<file path="src/rtl/fib_sweep_ctrl.sv">
// fib_sweep_ctrl: sweeps n over [lo_n, hi_n], starts the Fibonacci core for each n,
// captures the result, checks it against the running recurrence and queues
// {n, value, err} in a small FIFO for a valid/ready consumer.
module fib_sweep_ctrl #(
  parameter int DEPTH   = 4,
  parameter int TIMEOUT = 31
) (
  input  logic        clk,
  input  logic        rst_n,
  input  logic        go,
  input  logic [3:0]  lo_n,
  input  logic [3:0]  hi_n,
  output logic        fib_start,
  output logic [3:0]  fib_n,
  input  logic        fib_ready,
  input  logic [10:0] fib_out,
  output logic        res_valid,
  input  logic        res_ready,
  output logic [3:0]  res_n,
  output logic [10:0] res_data,
  output logic        res_err,
  output logic        busy,
  output logic        done,
  output logic        timeout,
  output logic        bad_cfg,
  output logic [3:0]  err_count
);

  localparam int PTR_W = (DEPTH > 1) ? $clog2(DEPTH) : 1;
  localparam int CNT_W = PTR_W + 1;
  localparam int TMO_W = $clog2(TIMEOUT + 1);

  typedef enum logic [2:0] {
    S_IDLE,
    S_ISSUE,
    S_WAIT_BUSY,
    S_WAIT_DONE,
    S_PUSH
  } state_t;

  state_t r_state;
  state_t w_nextState;

  logic [3:0]       r_cur;
  logic [3:0]       r_hi;
  logic [10:0]      r_cap;
  logic             r_capErr;
  logic [10:0]      r_p1;
  logic [10:0]      r_p2;
  logic [1:0]       r_histCnt;
  logic [3:0]       r_errCount;
  logic [TMO_W-1:0] r_waitCnt;
  logic             r_timeout;
  logic             r_done;
  logic             r_badCfg;
  logic             r_fibStart;

  logic [3:0]       r_memN    [DEPTH];
  logic [10:0]      r_memData [DEPTH];
  logic             r_memErr  [DEPTH];
  logic [PTR_W-1:0] r_wrPtr;
  logic [PTR_W-1:0] r_rdPtr;
  logic [CNT_W-1:0] r_count;

  logic        w_goOk;
  logic [11:0] w_sum;
  logic        w_capErr;
  logic        w_capture;
  logic        w_waitExpired;
  logic        w_abort;
  logic        w_push;
  logic        w_pop;
  logic        w_lastN;

  assign res_valid = (r_count != '0);
  assign res_n     = res_valid ? r_memN[r_rdPtr]    : '0;
  assign res_data  = res_valid ? r_memData[r_rdPtr] : '0;
  assign res_err   = res_valid ? r_memErr[r_rdPtr]  : 1'b0;
  assign busy      = (r_state != S_IDLE);
  assign fib_start = r_fibStart;
  assign fib_n     = r_cur;
  assign done      = r_done;
  assign timeout   = r_timeout;
  assign bad_cfg   = r_badCfg;
  assign err_count = r_errCount;

  // Decode the conditions shared by the FSM and the datapath registers.
  always_comb begin
    w_goOk        = go && (lo_n >= 4'd2) && (lo_n <= hi_n);
    w_sum         = {1'b0, r_p1} + {1'b0, r_p2};
    w_capErr      = (r_histCnt == 2'd2) && ({1'b0, fib_out} != w_sum);
    w_capture     = (r_state == S_WAIT_DONE) && fib_ready;
    w_waitExpired = (r_waitCnt == TMO_W'(TIMEOUT - 1));
    w_abort       = w_waitExpired &&
                    (((r_state == S_WAIT_BUSY) && fib_ready) ||
                     ((r_state == S_WAIT_DONE) && !fib_ready));
    w_push        = (r_state == S_PUSH) && (r_count < CNT_W'(DEPTH));
    w_pop         = res_valid && res_ready;
    w_lastN       = (r_cur == r_hi);
  end

  // Next-state logic: a wait that outlives its budget drops back to IDLE.
  always_comb begin
    w_nextState = r_state;
    case (r_state)
      S_IDLE:      if (w_goOk) w_nextState = S_ISSUE;
      S_ISSUE:     w_nextState = S_WAIT_BUSY;
      S_WAIT_BUSY: begin
        if (!fib_ready)         w_nextState = S_WAIT_DONE;
        else if (w_waitExpired) w_nextState = S_IDLE;
      end
      S_WAIT_DONE: begin
        if (fib_ready)          w_nextState = S_PUSH;
        else if (w_waitExpired) w_nextState = S_IDLE;
      end
      S_PUSH:      if (w_push) w_nextState = w_lastN ? S_IDLE : S_ISSUE;
      default:     w_nextState = S_IDLE;
    endcase
  end

  // State register.
  always_ff @(posedge clk or negedge rst_n) begin
    if (!rst_n) r_state <= S_IDLE;
    else        r_state <= w_nextState;
  end

  // Cycle counter for the two core-wait states; restarts on every state change.
  always_ff @(posedge clk or negedge rst_n) begin
    if (!rst_n)
      r_waitCnt <= '0;
    else if ((w_nextState == r_state) &&
             ((r_state == S_WAIT_BUSY) || (r_state == S_WAIT_DONE)))
      r_waitCnt <= r_waitCnt + TMO_W'(1);
    else
      r_waitCnt <= '0;
  end

  // Sweep bookkeeping plus the registered start/done/bad_cfg pulses and sticky timeout.
  always_ff @(posedge clk or negedge rst_n) begin
    if (!rst_n) begin
      r_cur      <= '0;
      r_hi       <= '0;
      r_timeout  <= 1'b0;
      r_fibStart <= 1'b0;
      r_done     <= 1'b0;
      r_badCfg   <= 1'b0;
    end else begin
      r_fibStart <= (w_nextState == S_ISSUE);
      r_done     <= w_push && w_lastN;
      r_badCfg   <= (r_state == S_IDLE) && go && !w_goOk;
      if ((r_state == S_IDLE) && w_goOk) begin
        r_cur     <= lo_n;
        r_hi      <= hi_n;
        r_timeout <= 1'b0;
      end
      if (w_abort)
        r_timeout <= 1'b1;
      if (w_push && !w_lastN)
        r_cur <= r_cur + 4'd1;
    end
  end

  // Result capture and recurrence history; corrupted values still enter the history.
  always_ff @(posedge clk or negedge rst_n) begin
    if (!rst_n) begin
      r_cap      <= '0;
      r_capErr   <= 1'b0;
      r_p1       <= '0;
      r_p2       <= '0;
      r_histCnt  <= '0;
      r_errCount <= '0;
    end else if ((r_state == S_IDLE) && w_goOk) begin
      r_p1       <= '0;
      r_p2       <= '0;
      r_histCnt  <= '0;
      r_errCount <= '0;
    end else if (w_capture) begin
      r_cap    <= fib_out;
      r_capErr <= w_capErr;
      r_p2     <= r_p1;
      r_p1     <= fib_out;
      if (r_histCnt != 2'd2)
        r_histCnt <= r_histCnt + 2'd1;
      if (w_capErr && (r_errCount != 4'd15))
        r_errCount <= r_errCount + 4'd1;
    end
  end

  // FIFO pointers and occupancy; a push is only allowed when not full.
  always_ff @(posedge clk or negedge rst_n) begin
    if (!rst_n) begin
      r_wrPtr <= '0;
      r_rdPtr <= '0;
      r_count <= '0;
    end else begin
      if (w_push) r_wrPtr <= r_wrPtr + PTR_W'(1);
      if (w_pop)  r_rdPtr <= r_rdPtr + PTR_W'(1);
      case ({w_push, w_pop})
        2'b10:   r_count <= r_count + CNT_W'(1);
        2'b01:   r_count <= r_count - CNT_W'(1);
        default: r_count <= r_count;
      endcase
    end
  end

  // FIFO storage; contents are only observed while the count says they are valid.
  always_ff @(posedge clk) begin
    if (w_push) begin
      r_memN[r_wrPtr]    <= r_cur;
      r_memData[r_wrPtr] <= r_cap;
      r_memErr[r_wrPtr]  <= r_capErr;
    end
  end

endmodule

</file>
<file path="config.mk">
export PLATFORM = sky130hd
export DESIGN_NAME = fib_sweep_ctrl
export DESIGN_NICKNAME = d
export VERILOG_FILES = /design/src/rtl/fib_sweep_ctrl.sv
export SDC_FILE = /design/constraint.sdc
export NUM_CORES = 1
export LEC_CHECK = 0
export ABC_CLOCK_PERIOD_IN_PS = 4040
export BUFFER_PORTS_ARGS = -buffer_cell sky130_fd_sc_hd__buf_2
export CAP_MARGIN = 10
export CORE_MARGIN = 5
export CORE_UTILIZATION = 35
export CTS_CLUSTER_DIAMETER = 30
export DETAILED_ROUTE_END_ITERATION = 16
export PLACE_DENSITY = 0.49
export SLEW_MARGIN = 20
export SYNTH_ARGS = -nofsm -noshare
export SYNTH_HDL_FRONTEND = slang
export SYNTH_SLANG_ARGS = --single-unit
</file>
<file path="constraint.sdc">
create_clock -name clk -period 4.04 [get_ports clk]
set_clock_uncertainty 0.05 [all_clocks]
set_input_delay 0.404 -clock clk [delete_from_list [all_inputs] [get_ports clk]]
set_output_delay 0.404 -clock clk [all_outputs]
set_load 0.1 [all_outputs]
</file>
* Yosys cells after proc, flatten, opt, wreduce, memory -nomap -nowiden
Memory sizes are Yosys's and may differ from the RTL's.
Index checks and enable logic that the tools add are counted.
** Storage, ports and cells
- Output and inout port bits :: 30
- Register bits after elaboration :: 67
- RAM bits :: 64
- Input port bits :: 24
- Memories kept :: 3
** Memory list
- r_memData :: words 4, bits a word 11, rd ports 1, clocked after Yosys merged registers in 0, write ports 1, line 59 : logic [10:0] r_memData [DEPTH];
- r_memN :: words 4, bits a word 4, rd ports 1, clocked after Yosys merged registers in 0, write ports 1, line 58 : logic [3:0] r_memN [DEPTH];
- r_memErr :: words 4, bits a word 1, rd ports 1, clocked after Yosys merged registers in 0, write ports 1, line 60 : logic r_memErr [DEPTH];
** Operators by class
- Bitwise operators :: 1
- $add $sub $neg :: 9
- Reduce and logical (&&, ||, !) cells :: 33
- Order comparisons :: 3
- Equal/unequal tests :: 14
- Multiplexer cells :: 28
** Operators by type and width (number)
- two-way mux 11 bit :: 5
- two-way mux 4 bit :: 6
- logical AND 1 bit :: 16
- two-way mux 3 bit :: 5
- case mux 3 bit (5 select lines) :: 1
- adder 11 x 11 -> 12 bit :: 1
- != test 11 x 12 -> 1 bit :: 1
- nonzero test 2 bit :: 6
- adder 4 x 1 -> 4 bit (second input constant) :: 2
- adder 2 x 1 -> 2 bit (second input constant) :: 3
- == test 3 x 1 -> 1 bit (second input constant) :: 2
- == test 3 x 2 -> 1 bit (second input constant) :: 2
- two-way mux 1 bit :: 6
- two-way mux 2 bit :: 3
- case mux 3 bit (2 select lines) :: 1
- AND reduction 2 bit :: 3
- nonzero test 3 bit :: 2
- adder 5 x 1 -> 5 bit (second input constant) :: 1
- == test 5 bit (second input constant) :: 1
- two-way mux 5 bit :: 1
- == test 2 bit (second input constant) :: 2
- == test 4 bit :: 1
- greater-or-equal comparator 4 x 2 -> 1 bit (second input constant) :: 1
- <= comparator 4 bit :: 1
- 12 further kinds :: 15

* Longest topological paths before layout
Gate-level depths: netlist (run 1).
- Depth in word-level cells :: 8
- Depth in mapped cells :: 12
- Depth with buffers taken out :: 10

* Least setup slack after synthesis (run 1)
Ideal clock, no wire load.
- Kind :: register -> output
- Start point :: register r_count[2]
- End point :: output res_data[1]
- Stages on the path, launching flop included :: 5
- Arrival :: 2.509 ns
- Setup slack :: 1.077 ns
- Path buffers :: 2
- Cell sequence :: dfrtp_1 > or3_1 > clkbuf_1 > clkbuf_1 > and2_1
** Between the ends
- Cells in the longest elaborated chain, start to end :: 2
** RTL lines
- from (decl) :: line 63 : logic [CNT_W-1:0] r_count;
- from (signal assigned) :: line 199 : 2'b10: r_count <= r_count + CNT_W'(1);
- from (signal assigned) :: line 200 : 2'b01: r_count <= r_count - CNT_W'(1);
- from (signal assigned) :: line 201 : default: r_count <= r_count;
- nonzero test 3 bit :: line 75 : assign res_valid = (r_count != '0);
- net res_valid :: line 17 : output logic res_valid,
- two-way mux 11 bit :: line 77 : assign res_data = res_valid ? r_memData[r_rdPtr] : '0;
- to (decl) :: line 20 : output logic [10:0] res_data,
The timed path passes the listed nets, and every way through them passes these cells.

* Worst setup path after layout (run 1)
- Start point :: register r_p1[0]
- End point :: register r_errCount[3], in the netlist err_count[3]
** Between the ends
- Cells in the longest elaborated chain, start to end :: 6
** RTL lines
- from (decl) :: line 48 : logic [10:0] r_p1;
- from (signal assigned) :: line 181 : r_p1 <= fib_out;
- adder 11 x 11 -> 12 bit :: line 90 : w_sum = {1'b0, r_p1} + {1'b0, r_p2};
- != test 11 x 12 -> 1 bit :: line 91 : w_capErr = (r_histCnt == 2'd2) && ({1'b0, fib_out} != w_sum);
- logical AND 1 bit :: line 91
- logical AND 1 bit :: line 184 : if (w_capErr && (r_errCount != 4'd15))
- nonzero test 2 bit (no line)
- AND reduction 2 bit (no line)
- to (signal assigned) :: line 185 : r_errCount <= r_errCount + 4'd1;
- to (decl) :: line 51 : logic [3:0] r_errCount;
Every way passes these cells.
A chain may end at the register's enable or synchronous reset.

==> metrics.md, run 1 <==
| Metric | Value |
|---|---|
| Global route overflow | 0 |
| Worst vdd ir | 475 uV |
| CORE AREA | 16,600 sq um |
| Placed cell area | 6490 sq um |
| Area growth, synth to finish | 18.7% |
| Slew at the pin with the worst max-slew slack | 930 ps |
| Clock root cell | clkbuf_16 |
| CP Launch Type | flip-flop |
| PD cells | 902 nW/um^2 |
| Post-synthesis simple-gate area fraction | 13.0% |
| IO Count | 54 |
| PostCTS Resize Cnt | 0 |
| PortBufs | 53 |
| Placed insts | 740 |
| Max Clk Rate | 325 MHz |
| First-pass GRT wire length | 20,200 microns |
| Crit end category | flip-flop |
| Post-route ant nets | 0 |
| Clock Latency Late Sink | 420 ps |
| Main combinational cell family by area after synthesis | simple AND/OR/NAND/NOR gates |
| #FFs+latches synth | 131 |
| Number of synthesized flops with an enable pin | 64 |
| Xor and xnor area share after synthesis | 4.55% |
| Routed Wire Length | 12,100 microns |
| Avg Inst Size Synth | 12.5 sq um |
| Clock-pin slew on the worst setup and hold paths | 60 ps |
| CTS tree | done |
| Fin nets | 590 |
| Sink Count | 131 |
| Synth Area in Compound Gates | 7.92% |
| Mapped Area | 5970 sq um |
| DRC viols | 0 |
| Finished Layout Cells | 772 |
| Drt wl/cell | 15.7 microns |
| Clock buffer count from CTS | 17 |
| Initial Utilization | 35.9% |
| Final Instance Area | 7090 sq um |
| Die W | 141 microns |
| Post-CTS Setup Inserts | 0 |
| Synth Flop Type | dfrtp_1 |
| H-tree levels | 4 |
| Crit path kind | flip-flop to flip-flop |
| Hold-fix buffers, CTS | 0 |
| Largest net degree at the start of global routing | 40 |
| Mapped Nets | 530 |
| Gr usage total | 13.1% |
| Worst path arrival time | 3370 ps |
| Setup TNS | 0 ps |
| Share of layout cells above drive strength 1 | 19.9% |
| Via-to-Cell Ratio | 4.82 |
| Sequential area share after synthesis | 60.2% |
| Slew Viols, Final | 0 |
| Leading post-synthesis cells by cell area | edfxtp_1, dfrtp_1, mux4_2 |
| DIE AREA | 19,800 sq um |
| Fin crit share | 76.2% |
| Status | finished, final reports clean |
| Initial antenna violation count | 0 |
| Ant. Diodes | 0 |
| Cells after Synth | 479 |
| Warnings, synthesis | 0 |
| Req. time, crit path | 4330 ps |
| Number of distinct library cells after synthesis | 46 |
| Mux cell area share after synthesis | 6.20% |
| Minimum clock period | 3080 ps |
| Yosys top cell area share | 32.2% |
| Die H | 141 microns |
| Starting DRT DRC Count | 206 |
| Final Hold Violating Endpoints | 0 |
| FFs w/ async S/R, synth | 51.1% |
| Critical Path Fanout Max | 8 |
| Vias in the first global route | 3,777 |
| Slew Limit Headroom | 37.8% |
| Site Rows | 47 |
| Adder-cell area share of the yosys netlist | 5.91% |
| Setup Viol. Count Final | 0 |
| HPWL Detailed | 8190 microns |
| Placer Congestion | 0.802 |
| Max-cap violations | 0 |
| Vias post-DR | 3,721 |
| Area leader, netlist | edfxtp_1 |
| Pre-antenna DRT Iters | 5 |
| Lkg Pwr | 3.03 nW |
| Unrepaired setup endpoints after global routing | no |
| Clock Path Buffers | 2 |
| Worst Hold Class | primary input to async pin |
cell families after synthesis:
kind of cell             after synthesis
AO/OA/AOI/OAI                         71
XOR/XNOR                              31
adder cells (fa/ha/maj)               27
buffers and inverters                 34
flip-flops                           131
multiplexers                          17
AND/OR/NAND/NOR                      168
area by class of cell:
type | count | area, sq um
clock inverters | 11 | 160
multi-input cells | 314 | 2240
well taps | 220 | 275
repair buffers | 59 | 310
fillers | 1579 | 9550
flip-flops and latches | 131 | 3600
inverters | 16 | 60.1
clock buffers | 21 | 440
power breakdown:
part | switching, W | internal, W | total (W)
combinational | 0.00193 | 0.000797 | 0.00273
sequential | 0.000327 | 0.00177 | 0.00210
clock | 0.000548 | 0.00102 | 0.00157
worst max-delay path, cell delays in order, from the launching register on:
cell and delay (ps):
dfrtp_1 390, ha_1 230, fa_1 410, a21o_1 220, a221oi_1 410, o211ai_1 150, a21oi_1 230, xnor2_1 220
o211ai_4 170, or3_1 390, a21oi_2 130
cell usage after synthesis (all sizes together) (4+ instances only):
| library cell | number |
|---|---|
| nand2 | 94 |
| dfrtp | 67 |
| edfxtp | 64 |
| o21ai | 27 |
| ha | 25 |
| and2 | 21 |
| xnor2 | 17 |
| clkbuf | 16 |
| inv | 16 |
| mux4 | 16 |
| nor2 | 15 |
| xor2 | 14 |
| a21oi | 11 |
| nand3 | 9 |
| nand4 | 6 |
| a21o | 5 |
| a31oi | 5 |
| nor2b | 5 |
| o21a | 5 |
| or3 | 5 |
| and3 | 4 |
| nor3 | 4 |
flip-flops by register name (all words and copies together), names as in the netlist:
signal     count
r_rdPtr        2
fib_n          4
r_memData     44
r_capErr       1
timeout        1
r_count        3
err_count      4
r_memN        16
r_wrPtr        2
done           1
r_memErr       4
fib_start      1
r_hi           4
r_cap         11
r_state        3
r_p1          11
r_histCnt      2
bad_cfg        1
r_waitCnt      5
r_p2          11
layout by cell type (no fill, tap or decap), types with 4 or more instances in the layout:
cell	count
a21o_1	5
nand2_1	94
o21ai_0	26
o21a_1	5
bufinv_16	4
a31oi_1	5
a21oi_1	10
nand4_1	5
nor2_1	15
clkbuf_16	17
nor3_1	4
buf_2	53
xor2_1	14
dfrtp_1	67
xnor2_1	17
ha_1	25
and2_1	21
mux4_2	16
edfxtp_1	64
inv_1	16
nand3_1	9
nor2b_1	5
buf_4	6
or3_1	5
clkbuf_1	4
stage by stage:
step                      power, W  setup slack (ps)  utilization (%)  hold WS, ps
final                      0.00640               960             42.6         67.6
after global routing       0.00678               746             42.6          141
after CTS                  0.00647               941             42.6         95.2
after detailed placement   0.00488               962             39.0          430
after global placement     0.00484              1020             39.0          423
after floorplan            0.00434              1080                -         58.4
worst paths after layout:
path                                        startpoint                       end  slack (ps)  cells past startpoint
min in group clk                                    go         bad_cfg$_DFF_PN0_         150                      2
worst max-delay path               r_p1[0]$_DFFE_PN0P_  err_count[3]$_DFFE_PN0P_         960                     10
max in group asynchronous                        rst_n       r_p1[7]$_DFFE_PN0P_        2930                      2
worst min register to register  r_waitCnt[0]$_DFF_PN0_    r_waitCnt[0]$_DFF_PN0_         440                      1
worst max register to register     r_p1[0]$_DFFE_PN0P_  err_count[3]$_DFFE_PN0P_         960                     10
worst min-delay path                             rst_n    r_waitCnt[2]$_DFF_PN0_          70                      1
routing by layer:
metal | up-vias | global-route usage (%) | share of wire, %
met2 | 75 | 20.1 | 46
met3 | 18 | 3.25 | 4.0
met1 | 1792 | 17.9 | 48
li1 | 1836 | - | -
met5 | - | 0 | 0
met4 | 0 | 5.20 | 1.7
Power figures use the tool's default switching activity.
==> run 2: changes to the inputs <==
--- a/config.mk
+++ b/config.mk
@@ -5,7 +5,7 @@
 export SDC_FILE = /design/constraint.sdc
 export NUM_CORES = 1
 export LEC_CHECK = 0
-export ABC_CLOCK_PERIOD_IN_PS = 4040
+export ABC_CLOCK_PERIOD_IN_PS = 3200
 export BUFFER_PORTS_ARGS = -buffer_cell sky130_fd_sc_hd__buf_2
 export CAP_MARGIN = 10
 export CORE_MARGIN = 5
==> constraint.sdc (replaced) <==
create_clock -name clk -period 3.2 [get_ports clk]
set_clock_uncertainty 0.05 [all_clocks]
set_input_delay 0.32 -clock clk [delete_from_list [all_inputs] [get_ports clk]]
set_output_delay 0.32 -clock clk [all_outputs]
set_load 0.1 [all_outputs]
==> run 2 against run 1 <==
Flip-flop and latch count unchanged; via count up 1.6%; design area up 0.53%; sequential share of layout area down 0.27 points; critical endpoint unchanged; register-to-register slack worse by 730 ps; worst hold slack worse by 30 ps; critical path depth unchanged; combinational power up 27%; non-clock buffer count up 5; core utilization up 0.23 points.
==> metrics.md, run 2 (synthesis results as in run 1) <==
| Metric | Value |
|---|---|
| Max Clk Rate | 337 MHz |
| Slew at the pin with the worst max-slew slack | 870 ps |
| Commonest cells after routing, fill and taps aside | nand2_1, dfrtp_1, edfxtp_1 |
| Placer Congestion | 0.805 |
| Initial Utilization | 35.9% |
| Most common cell after layout, fill and taps aside | nand2_1 |
| Via-to-Cell Ratio | 4.86 |
| Req. time, crit path | 3500 ps |
| HPWL Detailed | 8350 microns |
| Die W | 141 microns |
| Starting DRT DRC Count | 200 |
| Clock Latency Late Sink | 410 ps |
| Clock root cell | clkbuf_16 |
| Combinational group share of total power | 43.1% |
| Initial antenna violation count | 0 |
| Max FFs per register | 44 |
| Unrepaired setup endpoints after global routing | no |
| Worst Hold Class | primary input to async pin |
| Post-CTS Setup Inserts | 0 |
| Routed Wire Length | 12,200 microns |
| CP Capture Point | err_count[3]$_DFFE_PN0P_ |
| Sink Count | 131 |
| Setup TNS | 0 ps |
| Worst reg2reg path startpoint | r_p1[0]$_DFFE_PN0P_ |
| Fin nets | 595 |
| Share of layout cells above drive strength 1 | 21.9% |
| CP Launch Type | flip-flop |
| Status | finished, final reports clean |
| Reg2reg setup slack | 230 ps |
| Setup Viol. Count Final | 0 |
| Largest net degree at the start of global routing | 68 |
| Slew Viols, Final | 0 |
| R2R cell count | 10 |
| Critical Path Source | r_p1[0]$_DFFE_PN0P_ |
| Die H | 141 microns |
| Critical Path Fanout Max | 8 |
| PD cells | 1130 nW/um^2 |
| CORE AREA | 16,600 sq um |
| Global route overflow | 0 |
| Internal | 0.00442 W |
| Post-route ant nets | 0 |
| DR top layer | met4 |
| Met1 Wirelength | 5820 microns |
| Area of the multi-input gates | 2250 sq um |
| DIE AREA | 19,800 sq um |
| Met3 routed WL | 432 microns |
| Crit path kind | flip-flop to flip-flop |
| Reg with most FFs | r_memData |
| Gr usage total | 13.2% |
| Fillcell total | 1,567 |
| PortBufs | 53 |
| Clock Path Buffers | 2 |
| Worst path arrival time | 3270 ps |
| Site Rows | 47 |
| IO Count | 54 |
| First-pass GRT wire length | 20,400 microns |
| Worst vdd ir | 645 uV |
| Pre-antenna DRT Iters | 4 |
| DRC viols | 0 |
| Post-layout util | 42.8% |
| Placed cell area | 6530 sq um |
| Clock-pin slew on the worst setup and hold paths | 60 ps |
| Fin crit share | 92.8% |
| Top Registers | r_memData: 44 flops, r_memN: 16 flops |
| Drt wl/cell | 15.7 microns |
| Area growth, synth to finish | 19.3% |
| Vias post-DR | 3,780 |
| Slew Limit Headroom | 42.0% |
| Met2 WL | 5780 microns |
| Vias in the first global route | 3,890 |
| Sequential Power Share | 32.8% |
| Setup ws final | 229 ps |
| Crit end category | flip-flop |
| H-tree levels | 4 |
| Final Hold Violating Endpoints | 0 |
| Minimum clock period | 2970 ps |
| Clock buffer count from CTS | 17 |
| RR Endpoint | err_count[3]$_DFFE_PN0P_ |
| Max-cap violations | 0 |
| Net Switching | 0.00364 W |
| Clock share of power | 24.1% |
| Post-Place Worst Slack | 107 ps |
| CTS tree | done |
| Register area | 3600 sq um |
| Ant. Diodes | 0 |
| Sw frac | 45.2% |
| Final Instance Area | 7130 sq um |
| Lkg Pwr | 3.07 nW |
==> run 2: worst min-delay path by stage <==
stage | start | endpoint | slack, ps | cells past startpoint
6_report | rst_n | r_waitCnt[2]$_DFF_PN0_ | 40 | 2
5_1_grt | go | bad_cfg$_DFF_PN0_ | 70 | 2
4_1_cts | go | bad_cfg$_DFF_PN0_ | 50 | 2
3_5_place_dp | r_waitCnt[0]$_DFF_PN0_ | r_waitCnt[0]$_DFF_PN0_ | 440 | 1
3_3_place_gp | r_waitCnt[0]$_DFF_PN0_ | r_waitCnt[0]$_DFF_PN0_ | 430 | 1
2_1_floorplan | rst_n | bad_cfg$_DFF_PN0_ | -30 | 0
==> run 2: critical path, cell delays in order, from the launching register on <==
cell and delay (ps):
dfrtp_1 400, ha_1 230, fa_1 410, a21o_1 230, a221oi_2 320, o211ai_1 150, a21oi_1 200, xnor2_1 220
o211ai_4 170, or3_1 380, a21oi_2 140
==> run 2: area by class of cell <==
class,instances,area share [%]
clock inverters,15,2.37
inverters,16,0.843
repair buffers,64,4.88
well taps,220,3.86
flip-flops and latches,131,50.5
multi-input cells,314,31.6
clock buffers,17,5.97
==> run 2: through the flow <==
stage          total power (W)  hold WS, ps  instances
5_1_grt                0.00854         68.4        777
3_3_place_gp           0.00612          427        745
4_1_cts                0.00816         49.9        777
2_1_floorplan          0.00548        -25.6        479
3_5_place_dp           0.00619          436        745
6_report               0.00806         38.0        777
==> run 2: per-layer routing <==
layer | vias to the layer above | GRT usage (%)
met5 | - | 0
met4 | 0 | 5.51
met3 | 11 | 3.15
met2 | 64 | 20.6
met1 | 1864 | 17.6
li1 | 1841 | -
==> run 2: power by group through the flow <==
stage / registers, W / logic, W / clock network, W
after detailed placement: 0.00268 / 0.00351 / 0
final: 0.00264 / 0.00347 / 0.00194
after CTS: 0.00265 / 0.00351 / 0.00199
after global placement: 0.00265 / 0.00347 / 0
after global routing: 0.00271 / 0.00376 / 0.00206
after floorplan: 0.00279 / 0.00269 / 0
==> run 2: timing repair <==
item	in CTS	in global routing
hold buffers	0	0
gates resized for setup	0	1
hold endpoints to repair	0	0
endpoints found under the setup margin	0	1
